### src/rtl/mem_arbiter.sv
// Round-robin arbiter funnelling NUM_CORES requesters onto one
// downstream memory port, one transaction in flight at a time.
module mem_arbiter #(
  parameter int NUM_CORES = 4,
  parameter int TIMEOUT   = 255
) (
  input  logic                    clk,
  input  logic                    rst_n,
  input  logic [NUM_CORES-1:0]    core_req,
  input  logic [NUM_CORES-1:0]    core_we,
  input  logic [64*NUM_CORES-1:0] core_addr,
  input  logic [64*NUM_CORES-1:0] core_wdata,
  output logic [NUM_CORES-1:0]    core_gnt,
  output logic [NUM_CORES-1:0]    core_valid,
  output logic [63:0]             core_rdata,
  output logic                    m_req,
  output logic                    m_we,
  output logic [63:0]             m_addr,
  output logic [63:0]             m_wdata,
  input  logic                    m_ack,
  input  logic                    m_rvalid,
  input  logic [63:0]             m_rdata,
  output logic                    timeout_err,
  output logic [31:0]             grant_count
);

  localparam int IW = $clog2(NUM_CORES);
  localparam int CW = $clog2(TIMEOUT + 1);

  typedef enum logic [2:0] {
    IDLE, ISSUE, WAIT_RD, RESP, COOL
  } state_t;

  state_t state, state_n;

  logic [IW-1:0]        last_q, last_n;
  logic [IW-1:0]        win_q, win_n;
  logic [IW-1:0]        pick, cand;
  logic                 found;
  logic [CW-1:0]        cnt_q, cnt_n;
  logic [63:0]          rdata_q, rdata_n;
  logic                 m_req_n, m_we_n;
  logic [63:0]          m_addr_n, m_wdata_n;
  logic [NUM_CORES-1:0] gnt_n, valid_n;
  logic [63:0]          crdata_n;
  logic                 terr_n;
  logic [31:0]          gcount_n;

  // first requester at or after last_winner+1, wrapping
  always_comb begin
    pick  = last_q;
    cand  = '0;
    found = 1'b0;
    for (int i = 1; i <= NUM_CORES; i++) begin
      cand = IW'((int'(last_q) + i) % NUM_CORES);
      if (!found && core_req[cand]) begin
        found = 1'b1;
        pick  = cand;
      end
    end
  end

  always_comb begin
    state_n   = state;
    last_n    = last_q;
    win_n     = win_q;
    cnt_n     = cnt_q;
    rdata_n   = rdata_q;
    m_req_n   = m_req;
    m_we_n    = m_we;
    m_addr_n  = m_addr;
    m_wdata_n = m_wdata;
    gnt_n     = '0;
    valid_n   = '0;
    crdata_n  = '0;
    terr_n    = timeout_err;
    gcount_n  = grant_count;
    unique case (state)
      IDLE: begin
        if (found) begin
          win_n     = pick;
          m_req_n   = 1'b1;
          m_we_n    = core_we[pick];
          m_addr_n  = core_addr[int'(pick)*64 +: 64];
          m_wdata_n = core_wdata[int'(pick)*64 +: 64];
          state_n   = ISSUE;
        end
      end
      ISSUE: begin
        if (m_ack) begin
          m_req_n = 1'b0;
          cnt_n   = '0;
          if (m_we) begin
            rdata_n = '0;
            state_n = RESP;
          end else if (m_rvalid) begin
            rdata_n = m_rdata;
            state_n = RESP;
          end else begin
            state_n = WAIT_RD;
          end
        end
      end
      WAIT_RD: begin
        if (m_rvalid) begin
          rdata_n = m_rdata;
          state_n = RESP;
        end else if (cnt_q == CW'(TIMEOUT - 1)) begin
          rdata_n = '0;
          terr_n  = 1'b1;
          state_n = RESP;
        end else begin
          cnt_n = cnt_q + CW'(1);
        end
      end
      RESP: begin
        gnt_n[win_q]   = 1'b1;
        valid_n[win_q] = !m_we;
        crdata_n       = m_we ? 64'd0 : rdata_q;
        gcount_n       = grant_count + 32'd1;
        last_n         = win_q;
        state_n        = COOL;
      end
      COOL:    state_n = IDLE;
      default: state_n = IDLE;
    endcase
  end

  always_ff @(posedge clk or negedge rst_n) begin
    if (!rst_n) begin
      state       <= IDLE;
      last_q      <= IW'(NUM_CORES - 1);
      win_q       <= '0;
      cnt_q       <= '0;
      rdata_q     <= '0;
      m_req       <= 1'b0;
      m_we        <= 1'b0;
      m_addr      <= '0;
      m_wdata     <= '0;
      core_gnt    <= '0;
      core_valid  <= '0;
      core_rdata  <= '0;
      timeout_err <= 1'b0;
      grant_count <= '0;
    end else begin
      state       <= state_n;
      last_q      <= last_n;
      win_q       <= win_n;
      cnt_q       <= cnt_n;
      rdata_q     <= rdata_n;
      m_req       <= m_req_n;
      m_we        <= m_we_n;
      m_addr      <= m_addr_n;
      m_wdata     <= m_wdata_n;
      core_gnt    <= gnt_n;
      core_valid  <= valid_n;
      core_rdata  <= crdata_n;
      timeout_err <= terr_n;
      grant_count <= gcount_n;
    end
  end

endmodule

### config.mk
export PLATFORM = sky130hd
export DESIGN_NAME = mem_arbiter
export DESIGN_NICKNAME = d
export VERILOG_FILES = /design/src/rtl/mem_arbiter.sv
export SDC_FILE = /design/constraint.sdc
export NUM_CORES = 1
export LEC_CHECK = 0
export CAP_MARGIN = 10
export CORE_AREA = 2 2 317 319
export DETAILED_ROUTE_END_ITERATION = 10
export DIE_AREA = 0 0 319 321
export PLACE_DENSITY = 0.5
export SLEW_MARGIN = 0
export SYNTH_ARGS = -nofsm -noshare
export SYNTH_HDL_FRONTEND = slang
export SYNTH_SLANG_ARGS = --single-unit
export TNS_END_PERCENT = 20
### constraint.sdc
create_clock -name clk -period 2.8 [get_ports clk]
set_input_delay 0.28 -clock clk [delete_from_list [all_inputs] [get_ports clk]]
set_output_delay 0.28 -clock clk [all_outputs]
set_load 0.05 [all_outputs]
==> out/metrics.yaml <==
run_status: "completed"
synth_seq_cells: 314
drt-vias-per-instance: 4.03
clock_buffer_count_from_cts: 41
grt_util_met1_pct: 17.6
count_of_maximum_capacitance_violations: 0
critPathCaptureType: "register"
final-hold-violation-count: 0
cellPowerDensity_nw_per_um2: 1020
die_area_sq_um: 102000
num-nets-final: 3199
first_iter_violations: 786
detail_route.drc_violations: 0
drive_gt1_share_pct: 12.4
power.share.combinational_pct: 56.4
grt.total_usage_pct: 15.2
rows: 116
clk-insertion-delay-late_ns: 0.58
routedWlPerCell_um: 20.5
post-cts-setup-buffer-count: 0
total_switching_power_mw: 13.3
cellInternalPower_mw: 15.0
yosys-top-cells-area: "dfrtp_1 48%, nor2_1 9.4%, nand2_1 8.2%"
syn_area_per_cell_sq_um: 9.06
gr-usage-met2_pct: 26.1
dpl.cell_count: 3862
use_met3_pct: 5.58
period_minus_slack_ns: 2.55
actual_slew_at_the_worst_max_slew_pin_ns: 0.871
rsz0062_at_grt: "no"
die_width_um: 319
grt_overflow: 0
drt_first_pass_iters: 5
timing.reg2reg.setup_slack_ns: 0.25
cp_data_required_time_ns: 3.30
power.static_leakage_nw: 11.1
layoutNonFillerInstCount: 3941
power.share.sequential_pct: 24.7
number_of_antenna_violations_at_the_first_check_in_global_routing: 10
synth.top_cells.by_count: "405 x nor2_1, 353 x nand2_1, 312 x dfrtp_1"
gpl.final_weighted_congestion: 0.844
grt_max_usage_layer: "met2"
final_area_sq_um: 27700
switching_share_pct: 46.9
timing.critical_path.from_type: "register"
final.setup.tns_ns: 0
clock_power_share_pct: 18.8
syn-instance-count: 1793
ys_warn_count: 0
synth.yosys.seq_area_share_pct: 48.4
via_count_of_the_first_global_routing_pass: 16700
core-area_sq_um: 99300
predominant_post_synthesis_flop_cell: "dfrtp_1"
area.growth.synth_to_final_pct: 70.6
dpl.hpwl_mm: 64.8
total_via_count_after_detailed_routing: 15900
start_util_pct: 16.4
synth.most_common_cell: "nor2_1"
ctsLongestPathBuffers: 3
clock.fmax_ghz: 0.392
synth_enable_flop_cells: 0
grt_max_degree: 94
yosysUniqueCellTypes: 50
synth.top_cell.area_share_pct: 48.1
final.period_utilization_pct: 91.2
cts-htree-levels: 2
synth_fp_nets: 2384
max-slew-margin-rel_pct: 42.0
worst_ir_drop_vdd_uv: 638
route.final.wire_length_mm: 80.9
cts_tree: "done"
path_category_of_the_worst_min_delay_check: "in -> reg"
worst_setup_hold_path_clk_slew_ns: 0.06
critPathKind: "reg -> reg"
port_buffers: 822
crit_path_max_fanout: 36
synth_top_area_cell: "dfrtp_1"
synth_async_sr_flop_share_pct: 100
maxSlewViolCount: 0
critical_path_arrival_ns: 3.06
clock-skew-final_ns: 0.0261
die-height_um: 321
finalSetupViolations: 0
core_occupancy_in_the_finished_layout_pct: 27.9
clock-sinks: 314
placed_cell_area_sq_um: 26300
grt_first_pass_wirelength_mm: 115
antenna_violating_nets_post_route: 0
netlist_area_sq_um: 16200
io-pin-count: 823
cts.root.buffer_cell: "clkbuf_16"
## worst paths after layout
| kind | start | depth (start not counted) | end |
|---|---|---|---|
| setup reg to reg | last_q[1] | 7 | m_wdata[36] |
| hold reg to reg | timeout_err | 2 | timeout_err |
| hold / removal | m_rdata[54] | 3 | rdata_q[54] |
| max in group asynchronous | rst_n | 4 | core_rdata[25] |
| setup / recovery | last_q[1] | 7 | m_wdata[36] |
| min in group asynchronous | rst_n | 2 | core_gnt[2] |
## area by class of cell
type | count | area, sq um
clock inverter | 10 | 180
fill | 10600 | 71600
multi-input combinational | 1273 | 7470
antenna | 5 | 12.5
sequential | 314 | 7860
tap | 1298 | 1620
clock buffer | 63 | 1170
inverter | 73 | 274
timing repair buffer | 905 | 9120
## layout by cell type, fill, tap and decap left out, types with 2 or more instances in the layout
cell / n
o221a_2: 59
clkinv_2: 3
dfrtp_1: 311
clkbuf_8: 6
clkdlybuf4s50_1: 814
a211oi_1: 2
ha_1: 3
nor4_1: 4
buf_12: 22
clkbuf_1: 16
o31ai_1: 2
nor2b_1: 2
a22oi_1: 2
xnor2_1: 27
buf_4: 67
mux2_2: 2
and3_1: 9
nand4_1: 7
a21o_1: 2
a31oi_1: 3
nand3_1: 42
o21ai_0: 5
nand2b_1: 3
nand2_1: 352
a21oi_1: 5
nand3_2: 100
and4_1: 4
nor2_1: 405
xor2_1: 10
o221a_1: 70
dfstp_2: 2
bufinv_16: 3
mux2i_1: 64
clkbuf_16: 41
nor3b_1: 2
diode_2: 5
nor3_1: 68
inv_1: 72
## registers in the layout, summed over array words and instances (netlist names), 3 cells and up
register,flops
grant_count,32
m_wdata,64
cnt_q,8
m_addr,64
core_gnt,4
core_rdata,64
core_valid,4
state,3
rdata_q,64
## kinds of logic after synthesis
group,after synthesis,synth area share (%)
xor+xnor,37,2.00
fa+ha+maj,3,0.231
compound gates,156,10.2
flops,314,48.4
buf+inv,206,5.96
simple gates,1011,29.2
mux,66,4.08
## power groups by stage
stage / combinational, mW / clock [mW] / sequential [mW]
3_3_place_gp: 16.2 / 0 / 7.07
2_1_floorplan: 6.24 / 0 / 10.3
6_report: 16.0 / 5.32 / 7.00
4_1_cts: 16.3 / 5.52 / 7.02
5_1_grt: 17.1 / 5.68 / 7.18
3_5_place_dp: 16.3 / 0 / 7.07
## routing by layer
| layer | routed length (um) | share of wire (%) |
|---|---|---|
| met1 | 32400 | 40 |
| met4 | 2330 | 2.9 |
| met5 | 37 | 0.046 |
| met2 | 38900 | 48 |
| met3 | 7210 | 8.9 |
## critical path: stages, from the launching register on
cell and delay [ns]:
dfstp_2 0.63, mux2_2 0.40, o221ai_4 0.27, buf_12 0.25, buf_12 0.20, nor2_1 0.05, nor2_1 0.33, o221a_1 0.24
## stage by stage
step / worst slack [ns] / power, mW / hold slack, ns
3_3_place_gp: 0.238 / 23.3 / 0.308
4_1_cts: 0.290 / 28.8 / 0.212
6_report: 0.246 / 28.3 / 0.259
2_1_floorplan: 0.709 / 16.5 / -0.0156
5_1_grt: 0.186 / 30.0 / 0.237
3_5_place_dp: 0.176 / 23.3 / 0.304
## repair_timing
action / in CTS / in global routing
setup endpoints to repair: 0 / 0
resized for setup: 0 / 0
hold buffers: 1 / 0
hold endpoints to repair: 48 / 0
No activity file was read; power rests on OpenSTA's default activity.
